### src/rtl/sal_cmd_arbiter.sv
// Rank-level DDR2 command arbiter: class-priority plus round-robin grant selection,
// inter-bank timing enforcement (tRRD/tFAW/tCCD/tWTR/tRTW) and a registered DFI command.
module sal_cmd_arbiter #(
    parameter int unsigned NUM_BANKS  = 8,
    parameter int unsigned BA_WIDTH   = 3,
    parameter int unsigned RA_WIDTH   = 14,
    parameter int unsigned CA_WIDTH   = 10,
    parameter int unsigned ID_WIDTH   = 4,
    parameter int unsigned CNTR_WIDTH = 6
) (
    input  logic                           clk,
    input  logic                           rst_n,
    input  logic [NUM_BANKS-1:0]           act_req_i,
    input  logic [NUM_BANKS-1:0]           rd_req_i,
    input  logic [NUM_BANKS-1:0]           wr_req_i,
    input  logic [NUM_BANKS-1:0]           pre_req_i,
    input  logic [NUM_BANKS-1:0]           ref_req_i,
    input  logic [NUM_BANKS*RA_WIDTH-1:0]  ra_i,
    input  logic [NUM_BANKS*CA_WIDTH-1:0]  ca_i,
    input  logic [NUM_BANKS*ID_WIDTH-1:0]  id_i,
    output logic [NUM_BANKS-1:0]           act_gnt_o,
    output logic [NUM_BANKS-1:0]           rd_gnt_o,
    output logic [NUM_BANKS-1:0]           wr_gnt_o,
    output logic [NUM_BANKS-1:0]           pre_gnt_o,
    output logic [NUM_BANKS-1:0]           ref_gnt_o,
    input  logic [CNTR_WIDTH-1:0]          t_rrd_m1,
    input  logic [CNTR_WIDTH-1:0]          t_faw_m1,
    input  logic [CNTR_WIDTH-1:0]          t_ccd_m1,
    input  logic [CNTR_WIDTH-1:0]          t_wtr_m1,
    input  logic [CNTR_WIDTH-1:0]          t_rtw_m1,
    output logic                           cs_n_o,
    output logic                           ras_n_o,
    output logic                           cas_n_o,
    output logic                           we_n_o,
    output logic [BA_WIDTH-1:0]            ba_o,
    output logic [RA_WIDTH-1:0]            addr_o,
    output logic                           rd_issue_o,
    output logic [ID_WIDTH-1:0]            rd_id_o
);

    typedef enum logic [2:0] {CMD_NONE, CMD_ACT, CMD_RD, CMD_WR, CMD_PRE, CMD_REF} cmd_e;

    logic [BA_WIDTH-1:0]        rr_ptr_q, rr_ptr_d;
    logic [CNTR_WIDTH-1:0]      rrd_cnt_q, rrd_cnt_d;
    logic [CNTR_WIDTH-1:0]      ccd_cnt_q, ccd_cnt_d;
    logic [CNTR_WIDTH-1:0]      wtr_cnt_q, wtr_cnt_d;
    logic [CNTR_WIDTH-1:0]      rtw_cnt_q, rtw_cnt_d;
    logic [3:0][CNTR_WIDTH-1:0] faw_cnt_q, faw_cnt_d;

    logic                       cs_n_q, cs_n_d, ras_n_q, ras_n_d;
    logic                       cas_n_q, cas_n_d, we_n_q, we_n_d;
    logic [BA_WIDTH-1:0]        ba_q, ba_d;
    logic [RA_WIDTH-1:0]        addr_q, addr_d;
    logic                       rd_issue_q, rd_issue_d;
    logic [ID_WIDTH-1:0]        rd_id_q, rd_id_d;

    cmd_e                       cmd;
    logic [BA_WIDTH-1:0]        sel;
    logic [BA_WIDTH:0]          col_pick, act_pick, pre_pick;
    logic                       act_ok, rd_ok, wr_ok, faw_free, faw_found;
    logic [NUM_BANKS-1:0]       col_vec, onehot;
    logic [RA_WIDTH-1:0]        sel_ra;
    logic [CA_WIDTH-1:0]        sel_ca;
    logic [ID_WIDTH-1:0]        sel_id;

    function automatic logic [CNTR_WIDTH-1:0] dec_sat(input logic [CNTR_WIDTH-1:0] c);
        return (c == '0) ? '0 : c - CNTR_WIDTH'(1);
    endfunction

    // Returns {found, bank}: first set bit of vec searching upward from ptr, wrapping.
    function automatic logic [BA_WIDTH:0] rr_pick(input logic [NUM_BANKS-1:0] vec,
                                                  input logic [BA_WIDTH-1:0]  ptr);
        logic                found;
        logic [BA_WIDTH-1:0] idx, pick;
        found = 1'b0;
        pick  = '0;
        for (int unsigned i = 0; i < NUM_BANKS; i++) begin
            idx = ptr + BA_WIDTH'(i);
            if (!found && vec[idx]) begin
                found = 1'b1;
                pick  = idx;
            end
        end
        return {found, pick};
    endfunction

    always_comb begin
        faw_free = 1'b0;
        for (int unsigned k = 0; k < 4; k++) begin
            if (faw_cnt_q[k] == '0) faw_free = 1'b1;
        end
        act_ok   = (rrd_cnt_q == '0) && faw_free;
        rd_ok    = (ccd_cnt_q == '0) && (wtr_cnt_q == '0);
        wr_ok    = (ccd_cnt_q == '0) && (rtw_cnt_q == '0);
        col_vec  = (rd_req_i & {NUM_BANKS{rd_ok}}) | (wr_req_i & {NUM_BANKS{wr_ok}});
        col_pick = rr_pick(col_vec, rr_ptr_q);
        act_pick = rr_pick(act_req_i & {NUM_BANKS{act_ok}}, rr_ptr_q);
        pre_pick = rr_pick(pre_req_i, rr_ptr_q);

        cmd = CMD_NONE;
        sel = '0;
        if (!rst_n) begin
            cmd = CMD_NONE;
        end else if (&ref_req_i) begin
            cmd = CMD_REF;
        end else if (col_pick[BA_WIDTH]) begin
            sel = col_pick[BA_WIDTH-1:0];
            cmd = (rd_req_i[sel] && rd_ok) ? CMD_RD : CMD_WR;
        end else if (act_pick[BA_WIDTH]) begin
            sel = act_pick[BA_WIDTH-1:0];
            cmd = CMD_ACT;
        end else if (pre_pick[BA_WIDTH]) begin
            sel = pre_pick[BA_WIDTH-1:0];
            cmd = CMD_PRE;
        end

        onehot    = NUM_BANKS'(1) << sel;
        act_gnt_o = (cmd == CMD_ACT) ? onehot : '0;
        rd_gnt_o  = (cmd == CMD_RD)  ? onehot : '0;
        wr_gnt_o  = (cmd == CMD_WR)  ? onehot : '0;
        pre_gnt_o = (cmd == CMD_PRE) ? onehot : '0;
        ref_gnt_o = (cmd == CMD_REF) ? '1     : '0;

        sel_ra = ra_i[sel*RA_WIDTH +: RA_WIDTH];
        sel_ca = ca_i[sel*CA_WIDTH +: CA_WIDTH];
        sel_id = id_i[sel*ID_WIDTH +: ID_WIDTH];
    end

    // Counters: a load on the triggering grant wins over the per-cycle decrement.
    always_comb begin
        rrd_cnt_d = (cmd == CMD_ACT) ? t_rrd_m1 : dec_sat(rrd_cnt_q);
        ccd_cnt_d = (cmd == CMD_RD || cmd == CMD_WR) ? t_ccd_m1 : dec_sat(ccd_cnt_q);
        wtr_cnt_d = (cmd == CMD_WR) ? t_wtr_m1 : dec_sat(wtr_cnt_q);
        rtw_cnt_d = (cmd == CMD_RD) ? t_rtw_m1 : dec_sat(rtw_cnt_q);
        faw_found = 1'b0;
        for (int unsigned k = 0; k < 4; k++) begin
            faw_cnt_d[k] = dec_sat(faw_cnt_q[k]);
            if (cmd == CMD_ACT && !faw_found && faw_cnt_q[k] == '0) begin
                faw_cnt_d[k] = t_faw_m1;
                faw_found    = 1'b1;
            end
        end
        rr_ptr_d = (cmd == CMD_NONE || cmd == CMD_REF) ? rr_ptr_q : sel + BA_WIDTH'(1);
    end

    always_comb begin
        cs_n_d     = 1'b1;
        ras_n_d    = 1'b1;
        cas_n_d    = 1'b1;
        we_n_d     = 1'b1;
        ba_d       = '0;
        addr_d     = '0;
        rd_issue_d = 1'b0;
        rd_id_d    = '0;
        case (cmd)
            CMD_ACT: begin
                {cs_n_d, ras_n_d, cas_n_d, we_n_d} = 4'b0011;
                ba_d   = sel;
                addr_d = sel_ra;
            end
            CMD_RD: begin
                {cs_n_d, ras_n_d, cas_n_d, we_n_d} = 4'b0101;
                ba_d       = sel;
                addr_d     = RA_WIDTH'(sel_ca);
                rd_issue_d = 1'b1;
                rd_id_d    = sel_id;
            end
            CMD_WR: begin
                {cs_n_d, ras_n_d, cas_n_d, we_n_d} = 4'b0100;
                ba_d   = sel;
                addr_d = RA_WIDTH'(sel_ca);
            end
            CMD_PRE: begin
                {cs_n_d, ras_n_d, cas_n_d, we_n_d} = 4'b0010;
                ba_d = sel;
            end
            CMD_REF: begin
                {cs_n_d, ras_n_d, cas_n_d, we_n_d} = 4'b0001;
            end
            default: ;
        endcase
    end

    always_ff @(posedge clk) begin
        if (!rst_n) begin
            rr_ptr_q   <= '0;
            rrd_cnt_q  <= '0;
            ccd_cnt_q  <= '0;
            wtr_cnt_q  <= '0;
            rtw_cnt_q  <= '0;
            faw_cnt_q  <= '0;
            cs_n_q     <= 1'b1;
            ras_n_q    <= 1'b1;
            cas_n_q    <= 1'b1;
            we_n_q     <= 1'b1;
            ba_q       <= '0;
            addr_q     <= '0;
            rd_issue_q <= 1'b0;
            rd_id_q    <= '0;
        end else begin
            rr_ptr_q   <= rr_ptr_d;
            rrd_cnt_q  <= rrd_cnt_d;
            ccd_cnt_q  <= ccd_cnt_d;
            wtr_cnt_q  <= wtr_cnt_d;
            rtw_cnt_q  <= rtw_cnt_d;
            faw_cnt_q  <= faw_cnt_d;
            cs_n_q     <= cs_n_d;
            ras_n_q    <= ras_n_d;
            cas_n_q    <= cas_n_d;
            we_n_q     <= we_n_d;
            ba_q       <= ba_d;
            addr_q     <= addr_d;
            rd_issue_q <= rd_issue_d;
            rd_id_q    <= rd_id_d;
        end
    end

    assign cs_n_o     = cs_n_q;
    assign ras_n_o    = ras_n_q;
    assign cas_n_o    = cas_n_q;
    assign we_n_o     = we_n_q;
    assign ba_o       = ba_q;
    assign addr_o     = addr_q;
    assign rd_issue_o = rd_issue_q;
    assign rd_id_o    = rd_id_q;

endmodule
### config.mk
export PLATFORM = sky130hd
export DESIGN_NAME = sal_cmd_arbiter
export DESIGN_NICKNAME = d
export VERILOG_FILES = /design/src/rtl/sal_cmd_arbiter.sv
export SDC_FILE = /design/constraint.sdc
export NUM_CORES = 1
export LEC_CHECK = 0
export BUFFER_PORTS_ARGS = -buffer_cell sky130_fd_sc_hd__clkbuf_2
export CORE_MARGIN = 8
export CORE_UTILIZATION = 40
export CTS_CLUSTER_DIAMETER = 40
export DETAILED_ROUTE_END_ITERATION = 10
export GPL_TIMING_DRIVEN = 0
export HOLD_SLACK_MARGIN = 0.06
export PLACE_DENSITY = 0.79
export SYNTH_ARGS = -nofsm -noshare
export SYNTH_HDL_FRONTEND = slang
export SYNTH_SLANG_ARGS = --single-unit
### constraint.sdc
create_clock -name clk -period 8.1 [get_ports clk]
set_clock_uncertainty 0.05 [all_clocks]
set_input_delay 1.215 -clock clk [delete_from_list [all_inputs] [get_ports clk]]
set_output_delay 1.215 -clock clk [all_outputs]
set_load 0.02 [all_outputs]
# Word level (Yosys, flattened, before mapping)
# Index checks and enable logic that the tools add are counted.
# W data, S select, Z words.
word_totals:
  input_bits: 296
  out_inout_bits: 66
  reg_bits: 77
op_classes:
  n_mul: 2
  shifts: 4
  bitwise: 4
  n_reduce_logical: 76
  n_addsub: 16
  order_cmp: 9
  n_eq_ne: 5
  muxes: 143
op_table:
  columns: ["cell", "n"]
  rows:
  - ["$shiftx A112 B8 Y14", 1]
  - ["$mux W3", 34]
  - ["$mux W6", 16]
  - ["$shiftx A80 B8 Y10", 1]
  - ["$bmux W1 S3", 25]
  - ["$mux W1", 62]
  - ["$logic_not A6 Y1", 8]
  - ["$sub A6 B1 Y6 const B", 8]
  - ["$mux W8", 5]
  - ["$lt A3 B4 Y1 const B", 9]
  - ["$logic_and A1 B1 Y1", 32]
  - ["$shiftx A32 B6 Y4", 1]
  - ["$pmux W14 S2", 1]
  - ["$and A8 B8 Y8", 3]
  - ["$logic_not A1 Y1", 24]
  - ["$add A3 B3 Y3 const B", 4]
  - ["$mul A3 B3 Y6 const B", 2]
  - ["$or A8 B8 Y8", 1]
  - ["$reduce_and A8 Y1", 1]
  - ["$shl A1 B3 Y8 const A", 1]
  - ["$add A3 B1 Y3 const B", 2]
  - ["$add A3 B2 Y3 const B", 2]
  - ["$eq A3 B2 Y1 const B", 2]
  - ["$eq A3 B3 Y1 const B", 2]
  - ["other kinds (8)", 12]

# Longest topological paths before layout
depth:
  ltp_word: 50
  mapped_depth: 24
  depth_no_buf: 17

# Worst setup path before layout
# OpenSTA, ideal clock, no wires.
synth_timing:
  path_kind: "reg2out"
  from: "register rr_ptr_q[1]"
  to: "output port rd_gnt_o[3]"
  stages_incl_launch_ff: 21
  t_arrival_ns: 5.185
  slack_ns: 1.650
  cell_sequence: "dfxtp_1 -> clkbuf_1 -> clkinv_1 -> clkbuf_1 -> ha_1 -> buf_2 -> mux4_2 -> mux2i_1 -> nand4_1 -> nor2_1 -> nand2_1 -> o21ai_0 -> nor2_1 -> or3_1 -> o22ai_2 -> buf_2 -> buf_2 -> ha_1 -> ha_1 -> inv_1 -> nor3_1"
synth_between:
  elab_cells_between_ends: 162
  classes_between: "7 x add/sub; 1 x eq/ne; 1 x shift; 110 x mux; 43 x reduce/logical"
synth_lines:
  columns: ["item", "line_no", "source"]
  rows:
  - ["start: declaration", "43", "logic [BA_WIDTH-1:0] rr_ptr_q, rr_ptr_d;"]
  - ["start signal: assignment", "201", "rr_ptr_q <= rr_ptr_d;"]
  - ["parallel branches: the longest is 26 deep, another holds $add A3 B1 Y3", null, null]
  - ["$mux W3 *", "106", "end else if (col_pick[BA_WIDTH]) begin"]
  - ["$mux W3 *", "104", "end else if (&ref_req_i) begin"]
  - ["$mux W3 *", "102", "if (!rst_n) begin"]
  - ["via sel[0]", "58", "logic [BA_WIDTH-1:0] sel;"]
  - ["$shl A1 B3 Y8 *", "117", "onehot = NUM_BANKS'(1) << sel;"]
  - ["$mux W8 *", "119", "rd_gnt_o = (cmd == CMD_RD) ? onehot : '0;"]
  - ["end: declaration", "22", "output logic [NUM_BANKS-1:0] rd_gnt_o,"]
# Mark *: on every way through the listed nets, which the timed path passes. The select of a mux whose other input is x is not followed.

# Worst setup path after layout
layout_timing:
  from: "register rr_ptr_q[0]"
  to: "output port rd_gnt_o[3]"
# The elaborated chain is that of the path after synthesis.

==> metrics.md <==
| Metric | Value |
|---|---|
| Status | finished clean |
| Mean Syn Cell Area | 7.909 um^2 |
| FMAX | 128.0 MHz |
| Most common cell in the netlist | mux2i_1 |
| CP arrival | 6.55 ns |
| Sink Count | 77 |
| Post-DP Area | 10,960 um^2 |
| Worst Hold Class | reg2reg |
| H-tree depth | 3 |
| Maximum Capacitance Violations | 0 |
| Total design power | 6.516 mW |
| Pwr/cell area | 575.5 nW/um^2 |
| Via count of the first global-routing pass | 10,210 |
| Share of post-route cells with drive strength above 1 | 32.48% |
| Initial antenna violation count | 0 |
| Critical Path Sink Type | output port |
| Yosys top cell area share | 20.92% |
| Synthesized area | 8802 um^2 |
| CP Launch Point | rr_ptr_q[0]$_SDFFE_PN0N_ |
| Area Overhead vs Synth | 28.63% |
| I/O pins | 362 |
| Slowest-stage cell, CP | clkbuf_1 |
| Reg2reg start | rr_ptr_q[0]$_SDFFE_PN0N_ |
| Clock slew at reported path FFs | 0.06 ns |
| Hold Path Origin | faw_cnt_q[5]$_SDFF_PN0_ |
| Slew margin rel. | 11.98% |
| Tcrit/Tclk final | 96.45% |
| Input/output buffers | 361 |
| Final instance area | 11,320 um^2 |
| Vias per inst | 5.840 |
| Fin Setup TNS | 0 ns |
| Total track usage | 26.71% |
| CTS root buffer | clkbuf_16 |
| Async SR Flop Fraction | 0% |
| CTS tree | yes |
| Die ar. | 27,010 um^2 |
| Period minus WS final | 7.813 ns |
| Final GP Congestion | 0.9632 |
| Drt wl/cell | 21.70 um |
| Mapped Cells | 1,113 |
| Critical Path RT | 6.84 ns |
| Vias post-DR | 10,340 |
| Skew-Pair Late Insertion Delay | 0.34 ns |
| WP buf/inv | 9 |
| #FFs+latches synth | 77 |
| Post-synth top cells | mux2i_1, nand2_1, nor2_1, dfxtp_1, a21oi_1 |
| Place WS | 0.1592 ns |
| Crit-path cells | buf_4 -> inv_1 -> clkbuf_1 -> ha_1 -> inv_1 -> clkbuf_1 -> a31oi_1 -> a32oi_2 -> mux2i_1 -> nor4_1 -> nand4_2 -> or3_1 -> o22ai_2 -> clkbuf_4 -> buf_2 -> ha_1 -> ha_1 -> inv_1 -> nor3_1 -> clkbuf_2 |
| Synthesized Nets | 1,430 |
| Ys flop type | dfxtp_1 |
| Largest delay share family, worst path | buffers and inverters |
| Die Span X | 164.3 um |
| WL final | 38,440 um |
| Synth unique cells | 85 |
| YS warnings | 0 |
| Nets@finish | 1,803 |
| Post-DP HPWL | 31,990 um |
| Core Footprint | 21,690 um^2 |
| Leakage | 5.468 nW |
| Worst R2R Path Depth | 19 |
| First-pass GRT wire length | 56,590 um |
| Pin count of the biggest net entering global routing | 17 |
| Sequential share of the synthesized area | 17.51% |
| R2R Path End | addr_o[4]$_SDFF_PN0_ |
| Endpoint, Worst Hold | faw_cnt_q[5]$_SDFF_PN0_ |
| Endpoints failing hold | 0 |
| Final core area utilization | 52.20% |
| Worst VDD drop | 0.0003242 V |
| Worst Hold Depth | 2 |
| Hold WS | 0.4438 ns |
| CTS Buf Count | 9 |
| Pre-Repair DR Iteration Count | 5 |
| Clk buf depth | 2 |
| Non-Filler Instances | 1,771 |
| Row count | 54 |
| Cell types occupying the most area after synthesis | mux2i_1, dfxtp_1, mux4_2 |
| Setup ws final | 0.2872 ns |
| Reg2reg setup slack | 2.15 ns |
| Final setup vio count | 0 |
| Crit. path cell count | 20 |
| Cells after DPL | 1,754 |
| Hold Buf Count CTS | 0 |
| Max Slew Vio Count | 0 |
| Routed Antenna Nets | 0 |
| Area leader, netlist | mux2i_1 |
| Initial core utilization | 40.58% |
| Die Ht | 164.3 um |
| # DRC | 0 |
| Startpoint types | flip-flop |
| Crit path max fanout | 11 |
| GR Overflow Total | 0 |
| 1st-iter DRT viols | 851 |
| Max stage delay on crit path | 0.54 ns |
| Number of flops mapped to enable cells by yosys | 0 |
| Worst Tran Pin Value | 1.308 ns |
| CP Class | reg2out |
[worst max path at each step]
stage                  endpoint  slack, ns
finish              rd_gnt_o[3]       0.29
global route        rd_gnt_o[3]      -0.01
CTS                 rd_gnt_o[3]       0.17
detailed placement  rd_gnt_o[4]       0.16
global placement    rd_gnt_o[3]       0.13
floorplan           rd_gnt_o[3]       1.65
[kinds of logic (layout without fill, tap and decap cells)]
family / after synthesis / after routing / share of synthesized area [%]
other: 0 / 1 / 0
AO/OA/AOI/OAI: 232 / 232 / 18.64
adder cells (fa/ha/maj): 22 / 22 / 3.099
multiplexers: 221 / 221 / 28.77
flip-flops: 77 / 77 / 17.51
AND/OR/NAND/NOR: 426 / 426 / 23.23
buffers and inverters: 110 / 487 / 6.269
XOR/XNOR: 25 / 25 / 2.488
[layer usage]
metal / global-route usage, % / vias up / wire (um)
li1: - / 4899 / -
met1: 34.48 / 4823 / 16030
met2: 43.43 / 552 / 17860
met3: 5.288 / 69 / 3499
met4: 9.545 / 0 / 1050
met5: 0 / - / 0
[report_power, final]
part	switching [mW]	leakage, nW	internal, mW
clock	0.172	0.163	0.301
combinational	3.28	4.67	2.14
sequential	0.101	0.636	0.525
[cell usage in the layout (no fill, tap or decap), types with 8 or more instances in the layout]
cell type,count
o21ai_0,39
nand3_1,44
nor2_1,118
o211ai_1,12
and3_1,8
xor2_1,14
dfxtp_1,77
mux2i_1,183
a31oi_1,19
mux4_2,24
clkbuf_16,9
a211oi_1,11
inv_1,32
buf_2,14
xnor2_1,11
buf_6,9
nor3_1,46
nand2_1,124
mux2_2,12
clkbuf_2,362
a32oi_1,11
and2_1,16
buf_4,16
clkbuf_1,28
a21oi_1,47
nand4_1,13
ha_1,21
a22oi_1,10
a22o_1,10
[sequential cells by signal (all words and copies together) (netlist names), 3 cells and up]
| signal | count |
|---|---|
| faw_cnt_q | 24 |
| addr_o | 14 |
| ccd_cnt_q | 6 |
| rrd_cnt_q | 6 |
| rtw_cnt_q | 6 |
| wtr_cnt_q | 6 |
| rd_id_o | 4 |
| ba_o | 3 |
| rr_ptr_q | 3 |
[cell type report]
class / count / area, um^2
diodes: 1 / 2.502
fillers: 2114 / 10370
clock buffers: 10 / 229.0
well taps: 280 / 350.3
clock inverters: 5 / 107.6
inverters: 37 / 140.1
flip-flops and latches: 77 / 1541
plain buffers: 71 / 411.6
multi-input cells: 926 / 6713
repair buffers: 364 / 1827
[worst register-to-register path, delay by kind of cell (launching register included)]
family	cells	cell delay, ns
DFF	1	0.42
AOI/OAI and AO/OA	5	1.32
and+or+nand+nor	5	0.70
muxes	1	0.61
buffers and inverters	7	2.31
adders and majority gates	1	0.43
[repair_timing]
item	4_1_cts	5_1_grt
resized for setup	2	3
pin swaps	0	1
endpoints found under the setup margin	5	13
buffers inserted	0	2
endpoints found under the hold margin	0	0
(Power assumes the default switching activity.)
